--- src/rtl/music_pkg.sv ---
// Shared note codes, base half-period table (100 MHz clock) and FSM encoding
// for the buzzer tone generator.
package music_pkg;

  localparam logic [3:0] NOTE_REST = 4'd0;
  localparam logic [3:0] NOTE_C4   = 4'd1;
  localparam logic [3:0] NOTE_B4   = 4'd7;
  localparam logic [3:0] NOTE_C5   = 4'd8;
  localparam logic [3:0] NOTE_B5   = 4'd14;
  localparam logic [3:0] NOTE_END  = 4'd15;

  localparam int LUT_W = 18;

  localparam logic [LUT_W-1:0] HP_C = 18'd191113;
  localparam logic [LUT_W-1:0] HP_D = 18'd170262;
  localparam logic [LUT_W-1:0] HP_E = 18'd151686;
  localparam logic [LUT_W-1:0] HP_F = 18'd143173;
  localparam logic [LUT_W-1:0] HP_G = 18'd127551;
  localparam logic [LUT_W-1:0] HP_A = 18'd113636;
  localparam logic [LUT_W-1:0] HP_B = 18'd101239;

  typedef enum logic [1:0] {
    ST_SILENT = 2'd0,
    ST_PLAY   = 2'd1,
    ST_DRAIN  = 2'd2,
    ST_GAP    = 2'd3
  } state_e;

  function automatic logic is_playable(input logic [3:0] n);
    return (n != NOTE_REST) && (n != NOTE_END);
  endfunction

  // Index 1..7 selects C..B of the lower octave; 0 is unused.
  function automatic logic [LUT_W-1:0] lut_base(input logic [2:0] idx);
    case (idx)
      3'd1:    return HP_C;
      3'd2:    return HP_D;
      3'd3:    return HP_E;
      3'd4:    return HP_F;
      3'd5:    return HP_G;
      3'd6:    return HP_A;
      3'd7:    return HP_B;
      default: return '0;
    endcase
  endfunction

endpackage

--- src/rtl/note_period_lut.sv ---
// Combinational note code -> half-period (clocks) lookup. The upper octave
// reuses the lower-octave table with one extra right shift; non-playable codes give 0.
module note_period_lut
  import music_pkg::*;
#(
  parameter int HALF_W    = 18,
  parameter int DIV_SHIFT = 0
) (
  input  logic [3:0]        note_i,
  output logic [HALF_W-1:0] hp_o
);

  logic [2:0]       idx;
  logic [LUT_W-1:0] base;

  always_comb begin
    idx  = '0;
    base = '0;
    if (note_i >= NOTE_C4 && note_i <= NOTE_B4) begin
      idx  = note_i[2:0];
      base = lut_base(idx) >> DIV_SHIFT;
    end else if (note_i >= NOTE_C5 && note_i <= NOTE_B5) begin
      idx  = 3'(note_i - 4'd7);
      base = lut_base(idx) >> (DIV_SHIFT + 1);
    end
    hp_o = HALF_W'(base);
  end

endmodule

--- src/rtl/buzzer_tone_gen.sv ---
// Square-wave buzzer driver: glitch-free pitch changes (a started high level
// always completes) and a silent articulation gap between consecutive notes.
module buzzer_tone_gen
  import music_pkg::*;
#(
  parameter int CLK_HZ     = 100_000_000,
  parameter int HALF_W     = 18,
  parameter int DIV_SHIFT  = 0,
  parameter int GAP_CYCLES = 2_000_000
) (
  input  logic       clk,
  input  logic       reset,
  input  logic       en,
  input  logic [3:0] note_to_play,
  input  logic       note_start,
  output logic       buzz_o,
  output logic       playing,
  output logic [3:0] cur_note,
  output state_e     dbg_state_o
);

  localparam int GAP_W = (GAP_CYCLES > 1) ? $clog2(GAP_CYCLES) : 1;

  if (GAP_CYCLES < 1 || CLK_HZ < 1) begin : g_bad_params
    $error("buzzer_tone_gen: GAP_CYCLES and CLK_HZ must be >= 1");
  end

  state_e            state_q;
  logic [3:0]        note_q;
  logic              start_q;
  logic [3:0]        cur_note_q;
  logic              buzz_q;
  logic              playing_q;
  logic [HALF_W-1:0] cnt_q;
  logic [GAP_W-1:0]  gap_q;

  logic [HALF_W-1:0] hp_new;
  logic [HALF_W-1:0] hp_cur;
  logic              can_start;
  logic              leave_play;

  // hp_new serves note loads from SILENT/GAP; hp_cur reloads while sounding.
  note_period_lut #(.HALF_W(HALF_W), .DIV_SHIFT(DIV_SHIFT)) u_lut_new (
    .note_i (note_q),
    .hp_o   (hp_new)
  );

  note_period_lut #(.HALF_W(HALF_W), .DIV_SHIFT(DIV_SHIFT)) u_lut_cur (
    .note_i (cur_note_q),
    .hp_o   (hp_cur)
  );

  assign can_start  = en && is_playable(note_q);
  assign leave_play = start_q || (note_q != cur_note_q) || !en;

  always_ff @(posedge clk or posedge reset) begin
    if (reset) begin
      state_q    <= ST_SILENT;
      note_q     <= '0;
      start_q    <= 1'b0;
      cur_note_q <= '0;
      buzz_q     <= 1'b0;
      playing_q  <= 1'b0;
      cnt_q      <= '0;
      gap_q      <= '0;
    end else begin
      note_q  <= note_to_play;
      start_q <= note_start;
      unique case (state_q)
        ST_SILENT: begin
          buzz_q <= 1'b0;
          if (can_start) begin
            state_q    <= ST_PLAY;
            buzz_q     <= 1'b1;
            playing_q  <= 1'b1;
            cur_note_q <= note_q;
            cnt_q      <= hp_new - HALF_W'(1);
          end
        end
        ST_PLAY: begin
          if (cnt_q == '0) begin
            buzz_q <= ~buzz_q;
            cnt_q  <= hp_cur - HALF_W'(1);
          end else begin
            cnt_q <= cnt_q - HALF_W'(1);
          end
          if (leave_play) state_q <= ST_DRAIN;
        end
        // Finish whichever half-cycle is in progress, then fall silent.
        ST_DRAIN: begin
          if (cnt_q == '0) begin
            state_q    <= ST_GAP;
            buzz_q     <= 1'b0;
            playing_q  <= 1'b0;
            cur_note_q <= '0;
            gap_q      <= GAP_W'(GAP_CYCLES - 1);
          end else begin
            cnt_q <= cnt_q - HALF_W'(1);
          end
        end
        ST_GAP: begin
          buzz_q <= 1'b0;
          if (gap_q == '0) begin
            if (can_start) begin
              state_q    <= ST_PLAY;
              buzz_q     <= 1'b1;
              playing_q  <= 1'b1;
              cur_note_q <= note_q;
              cnt_q      <= hp_new - HALF_W'(1);
            end else begin
              state_q <= ST_SILENT;
            end
          end else begin
            gap_q <= gap_q - GAP_W'(1);
          end
        end
        default: state_q <= ST_SILENT;
      endcase
    end
  end

  assign buzz_o      = buzz_q;
  assign playing     = playing_q;
  assign cur_note    = cur_note_q;
  assign dbg_state_o = state_q;

endmodule

--- config.mk ---
export PLATFORM = sky130hd
export DESIGN_NAME = buzzer_tone_gen
export DESIGN_NICKNAME = d
export VERILOG_FILES = /design/src/rtl/music_pkg.sv /design/src/rtl/note_period_lut.sv /design/src/rtl/buzzer_tone_gen.sv
export SDC_FILE = /design/constraint.sdc
export NUM_CORES = 1
export LEC_CHECK = 0
export CAP_MARGIN = 30
export CELL_PAD_IN_SITES_DETAIL_PLACEMENT = 0
export CELL_PAD_IN_SITES_GLOBAL_PLACEMENT = 2
export CORE_MARGIN = 4
export CORE_UTILIZATION = 34
export CTS_CLUSTER_DIAMETER = 30
export DETAILED_ROUTE_END_ITERATION = 7
export PLACE_DENSITY_LB_ADDON = 0.1
export SLEW_MARGIN = 20
export SYNTH_ARGS = -nofsm -noshare
export SYNTH_HDL_FRONTEND = slang
export SYNTH_HIERARCHICAL = 1
export SYNTH_SLANG_ARGS = --single-unit
--- constraint.sdc ---
create_clock -name clk -period 3 [get_ports clk]
set_input_delay 0.6 -clock clk [delete_from_list [all_inputs] [get_ports clk]]
set_output_delay 0.6 -clock clk [all_outputs]
set_load 0.03 [all_outputs]
# Yosys cells after proc, flatten, opt, wreduce, memory -nomap -nowiden
# Cells that the tools add are included.
# word_totals
register_bits	52
output_inout_bits	8
word_cells	117
# classes
add_sub_neg	6
n_lt_le_gt_ge	8
n_eq_ne	40
mux	34
bitwise_logic	1
reduce_logical	20
# ops
cell	n
18-bit one-hot mux with 7 select lines	4
18-bit 2-to-1 mux	6
18-bit one-hot mux with 4 select lines	1
18-bit by 1-bit subtractor with 18-bit output (second input constant)	3
3-bit equality test (second input constant)	16
21-bit 2-to-1 mux	2
21-bit one-hot mux with 2 select lines	1
17-bit 2-to-1 mux	2
3-bit by 2-bit equality test with 1-bit output (second input constant)	8
21-bit logical NOT	1
21-bit by 1-bit subtractor with 21-bit output (second input constant)	1
18-bit logical NOT	1
2-bit != test (second input constant)	7
3-bit by 1-bit equality test with 1-bit output (second input constant)	4
4-bit 2-to-1 mux	3
4-bit one-hot mux with 3 select lines	1
4-bit by 1-bit greater-or-equal comparator with 1-bit output (second input constant)	2
4-bit greater-or-equal comparator (second input constant)	2
4-bit by 3-bit <= comparator with 1-bit output (second input constant)	2
4-bit <= comparator (second input constant)	2
2-bit 2-to-1 mux	4
2-bit one-hot mux with 4 select lines	1
1-bit 2-to-1 mux	7
1-bit logical AND	6
17 further kinds	22

# Depth between registers and ports, before layout
# depth
depth_word	9
mapped_depth	15
mapped_depth_nobuf	14

# Hierarchy
# Netlist, hierarchy kept.
# modules_own_cells
mod	n_inst	cells_each	area_per_inst_um2
buzzer_tone_gen	1	444	3856.2
note_period_lut	2	104	621.8

# Least setup slack after synthesis
# OpenSTA, ideal clock, no wires.
# synth_timing
path_kind	register to register
from	register cur_note_q[0], in the netlist cur_note[0]
to	register cnt_q[16]
arrival_ps	3458
path_slack_ps	-534
path_stages_with_launch	14
synth_period_minus_slack_ps	3534
path_cell_list	dfrtp_1 -> inv_1 -> ha_1 -> buf_2 -> nor3_1 -> nor2_1 -> nor2_1 -> o22ai_1 -> or4_1 -> or4_1 -> nor3_1 -> xnor2_1 -> o221a_2 -> o21ai_1
# synth_via
elab_chain_len	8
# synth_rtl
element	line_no	source
from (decl)	buzzer_tone_gen.sv:31	logic [3:0] cur_note_q;
from (signal assigned)	buzzer_tone_gen.sv:76	cur_note_q <= note_q;
from (signal assigned)	buzzer_tone_gen.sv:108	cur_note_q <= note_q;
3-bit subtractor	note_period_lut.sv:23	idx = 3'(note_i - 4'd7);
3-bit equality test, or another cell as far along	music_pkg.sv:35	case (idx)
18-bit one-hot mux with 7 select lines	music_pkg.sv:35	
17-bit 2-to-1 mux	note_period_lut.sv:22	end else if (note_i >= NOTE_C5 && note_i <= NOTE_B5) begin
18-bit 2-to-1 mux *	note_period_lut.sv:19	if (note_i >= NOTE_C4 && note_i <= NOTE_B4) begin
via hp_cur[8]	buzzer_tone_gen.sv:38	logic [HALF_W-1:0] hp_cur;
18-bit by 1-bit subtractor with 18-bit output *	buzzer_tone_gen.sv:83	cnt_q <= hp_cur - HALF_W'(1);
18-bit 2-to-1 mux *	buzzer_tone_gen.sv:81	if (cnt_q == '0) begin
18-bit one-hot mux with 4 select lines *	buzzer_tone_gen.sv:69	unique case (state_q)
to (signal assigned)	buzzer_tone_gen.sv:77	cnt_q <= hp_new - HALF_W'(1);
to (signal assigned)	buzzer_tone_gen.sv:83	
to (signal assigned)	buzzer_tone_gen.sv:85	cnt_q <= cnt_q - HALF_W'(1);
to (decl)	buzzer_tone_gen.sv:34	logic [HALF_W-1:0] cnt_q;
# The timed path passes the listed nets; every way through them passes the cells marked *.
# A chain may end at the register's enable or synchronous reset.

# Final worst setup path
# layout_timing
from	register cur_note_q[1], in the netlist cur_note[1]
to	register cnt_q[15]
# The elaborated chain is that of the path after synthesis.

==> impl_summary.txt <==
----------------------------------------------------
[Synth]
  Number of register bits inferred by synthesis ... 52
  Synthesized area ... between 5000 and 6000 um^2
  Cells after synthesis ... 652
  Async S/R FF share, synth ... between 90% and 100%
  Mapped Avg Cell Area ... ~7.8 um^2
  Cell variety after synth ... 71
  Yosys Warn Count ... 6
  Main synth FF type ... sky130_fd_sc_hd__dfrtp_1
  Number of synthesized flops with an enable pin ... 0
  Sequential share of the synthesized area ... between 20% and 30%
  Post-Syn Nets ... a little under 700

[Final layout]
  Number of filler cells placed in the layout ... 1352
  Commonest non-fill, non-tap cells in the layout ... sky130_fd_sc_hd__buf_4 (134), sky130_fd_sc_hd__nor2_1 (71), sky130_fd_sc_hd__nand2_1 (46), sky130_fd_sc_hd__dfrtp_1 (46), sky130_fd_sc_hd__o21ai_0 (32)
  Total number of nets in the final design ... 810
  Most common library cell in the layout ignoring fill and taps ... sky130_fd_sc_hd__buf_4
  Final core utilization ... roughly half
  Layout cell share with drive strength beyond 1 ... between 30% and 40%
  Area Overhead vs Synth ... 40.41%
  Finished layout cell area ... about 7200 um^2
  # diodes ... 0

[STA]
  Tightest slew margin relative to the limit ... between 50% and 60%
  Clock Skews ... approximately 0.0093 ns
  Ratio of final minimum period to clock period ... 104.2%
  Final number of setup-violating endpoints ... 6
  Crit path setup slack, layout ... -0.1275 ns
  RSZ-0062 raised after global routing ... true
  Count of endpoints failing hold in the final timing report ... 0
  Min cycle time layout ... around 3.1 ns
  Worst slew pin tran ... ~0.66 ns
  Max Transition Viols Final ... 0
  Maximum achievable frequency ... roughly 320 MHz

[Global routing]
  Overall overflow remaining after global route ... 0
  Global-route wire length before repair ... 27.71 mm
  Vias in the first global route ... about 5300
  Number of antenna violations at the first check in global routing ... 0
  Maximum number of pins on one net before global-route repair ... 35
  Total routing usage reported by global routing ... a little over 20%

[Clock tree]
  TritonCTS clock tree ... done
  Max clock buf depth ... 2
  Total of hold buffers inserted after clock tree synthesis ... 0
  Clock latency on the worst-skew pair ... 0.31 ns
  Cts bufs inserted ... 5
  Clk sink count ... between 50 and 60
  Clock transition time at the flip-flop clock pins of the worst setup and hold paths ... roughly 0.08 ns
  Root Buffer ... sky130_fd_sc_hd__clkbuf_16
  Max H-tree Level ... 2

[Floorplan]
  Row cnt ... between 40 and 50
  I/O pin count ... 16
  Die height ... between 100 and 150 um
  Die W ... about 130 um
  Starting Density ... around a third
  Die Footprint ... roughly 17000 um^2
  Core ar. ... ~15000 um^2

[Place]
  Final GP Congestion ... 0.8398
  Post-DP Area ... around 6300 um^2
  HPWL Detailed ... between 10 and 15 mm
  Number of buffers inserted by port buffering ... 15
  Pre-CTS WS ... -0.2282 ns

[Drt]
  Routed wire length ... about 17 mm
  Vias ... 5443
  Via density ... approximately 5.7
  Total DRC errors in the routed layout ... 0
  Routed wirelength normalized by instance count ... around 18 um
  Number of routed nets with antenna violations ... 0
  DRT Pass-1 Iters ... 5
  Initial DRC Count ... around 370

[Critical path]
  Startpoint Class ... flip-flop
  Startpoint-to-endpoint class of the critical path ... reg -> reg
  Critical Path End Type ... flip-flop
  Worst Path Max Fanout ... 4
  Register-to-register path setup slack ... -0.13 ns
  Required time reported for the critical path endpoint ... 3.20 ns
  Data arrival at the endpoint of the critical path ... 3.33 ns

[Job]
  Max-cap violations ... 0

[Outcome]
  Violated checks ... negative setup slack
  Run status ... complete, but fails checks

[Pwr]
  Peak supply drop ... about 0.20 mV
  Power density over the cells ... around 250 nW/um^2
  Static Leak ... 2.921 nW

[Min path]
  Classification of the worst-slack hold path ... reg -> reg

----------------------------------------------------
[where the power goes]
group | total, mW | internal, mW | switching (mW) | leakage (nW)
combinational | 0.402 | 0.189 | 0.212 | 2.21
sequential | 0.711 | 0.704 | 0.00749 | 0.629
clock | 0.700 | 0.399 | 0.301 | 0.0857
total | 1.81 | 1.29 | 0.521 | 2.92
[metal layers]
| layer | wire, um | GRT usage [%] | vias to the layer above |
|---|---|---|---|
| met3 | 567 | 2.927 | 20 |
| met5 | 0 | 0 | - |
| met1 | 8171 | 28.22 | 2657 |
| li1 | - | - | 2661 |
| met2 | 8101 | 33.10 | 105 |
| met4 | 265 | 5.082 | 0 |
[synth_stat cells, types with 3 or more instances]
cell | instances | share of area [%]
sky130_fd_sc_hd__nor4b_1 | 4 | 0.69
sky130_fd_sc_hd__xor2_1 | 23 | 3.9
sky130_fd_sc_hd__a21boi_0 | 3 | 0.44
sky130_fd_sc_hd__inv_2 | 6 | 0.44
sky130_fd_sc_hd__buf_4 | 4 | 0.59
sky130_fd_sc_hd__a21oi_1 | 29 | 2.8
sky130_fd_sc_hd__o21a_1 | 6 | 0.88
sky130_fd_sc_hd__o31a_1 | 4 | 0.69
sky130_fd_sc_hd__nor4_2 | 3 | 0.74
sky130_fd_sc_hd__nand3_1 | 22 | 2.2
sky130_fd_sc_hd__o21ai_0 | 43 | 4.2
sky130_fd_sc_hd__or4_1 | 7 | 1.0
sky130_fd_sc_hd__a211oi_1 | 4 | 0.59
sky130_fd_sc_hd__xnor2_1 | 29 | 5.0
sky130_fd_sc_hd__buf_2 | 18 | 1.8
sky130_fd_sc_hd__o32ai_1 | 8 | 1.4
sky130_fd_sc_hd__a22oi_1 | 7 | 1.0
sky130_fd_sc_hd__nor4_1 | 15 | 1.8
sky130_fd_sc_hd__o221a_2 | 6 | 1.3
sky130_fd_sc_hd__nor3_1 | 35 | 3.4
sky130_fd_sc_hd__inv_1 | 22 | 1.6
sky130_fd_sc_hd__o21ai_1 | 9 | 0.88
sky130_fd_sc_hd__nand2_1 | 50 | 3.7
sky130_fd_sc_hd__nor2_1 | 79 | 5.8
sky130_fd_sc_hd__nand2b_1 | 5 | 0.61
sky130_fd_sc_hd__dfrtp_1 | 52 | 26
sky130_fd_sc_hd__clkbuf_1 | 14 | 1.0
sky130_fd_sc_hd__a22o_1 | 8 | 1.4
sky130_fd_sc_hd__ha_1 | 29 | 7.1
sky130_fd_sc_hd__nand3_2 | 3 | 0.59
sky130_fd_sc_hd__nand4_1 | 10 | 1.2
sky130_fd_sc_hd__o221ai_1 | 8 | 1.4
sky130_fd_sc_hd__or3_1 | 11 | 1.3
sky130_fd_sc_hd__o31ai_1 | 14 | 2.1
sky130_fd_sc_hd__o22ai_1 | 11 | 1.3
sky130_fd_sc_hd__or4_4 | 3 | 0.66
[timing repair]
item	in CTS	in global routing
pin swaps	8	41
gates resized for setup	32	81
cloned	0	0
setup endpoints to repair	11	13
setup buffers	5	10
[final timing paths]
path | from | endpoint | cells after the start
worst max register to register | cur_note[1] | cnt_q[15] | 13
worst max-delay path | cur_note[1] | cnt_q[15] | 13
max in group asynchronous | reset | cur_note[1] | 3
worst min-delay path | cnt_q[7] | cnt_q[7] | 1
worst min register to register | cnt_q[7] | cnt_q[7] | 1
min in group asynchronous | reset | note_q[1] | 2
[worst max-delay path: stages, from the launching register on]
cell	delay [ns]
sky130_fd_sc_hd__dfrtp_2	0.46
sky130_fd_sc_hd__ha_4	0.20
sky130_fd_sc_hd__ha_4	0.26
sky130_fd_sc_hd__nand2b_4	0.15
sky130_fd_sc_hd__a21oi_4	0.07
sky130_fd_sc_hd__nor3_4	0.17
sky130_fd_sc_hd__o32ai_2	0.12
sky130_fd_sc_hd__or4_4	0.50
sky130_fd_sc_hd__or4_4	0.47
sky130_fd_sc_hd__buf_4	0.16
sky130_fd_sc_hd__nor2_2	0.08
sky130_fd_sc_hd__xnor2_1	0.13
sky130_fd_sc_hd__o221a_2	0.20
sky130_fd_sc_hd__o21ai_1	0.05
[flip-flops by register name (all words and copies together), names as in the netlist]
name,flops
playing,1
buzz_o,1
cur_note,4
dbg_state_o,2
note_q,4
cnt_q,18
gap_q,21
start_q,1
[cells by family (layout without fill, tap and decap cells)]
group                      after synthesis  in the layout  synth area share (%)
DFF                                     52             52                 25.52
xor gates and xnor gates                52             52                 8.930
muxes                                    2              2                0.3926
and+or+nand+nor                        268            268                 27.50
adders and majority gates               29             29                 7.115
buffers and inverters                   66            188                 5.888
AOI/OAI and AO/OA                      183            183                 24.66
[final cells by class]
| type | count | area, um^2 | share of cell area, % |
|---|---|---|---|
| Sequential cell | 52 | 1309 | 18.28 |
| Inverter | 28 | 112.6 | 1.573 |
| Timing Repair Buffer | 152 | 1199 | 16.74 |
| Multi-Input combinational cell | 534 | 4139 | 57.80 |
| Clock buffer | 5 | 125.1 | 1.747 |
| Clock inverter | 3 | 46.29 | 0.6465 |
| Tap cell | 184 | 230.2 | 3.215 |
[through the flow]
step | TNS, ns | power (mW) | hold WS (ns) | std cells
3_3_place_gp | -0.7681 | 1.054 | 0.4841 | 936
4_1_cts | -0.4918 | 1.797 | 0.5130 | 949
6_report | -0.3649 | 1.814 | 0.5135 | 958
3_5_place_dp | -1.290 | 1.057 | 0.4872 | 936
2_1_floorplan | -0.3025 | 0.9034 | 0.4640 | 652
5_1_grt | -1.527 | 1.890 | 0.5479 | 958
(Power assumes the default switching activity.)
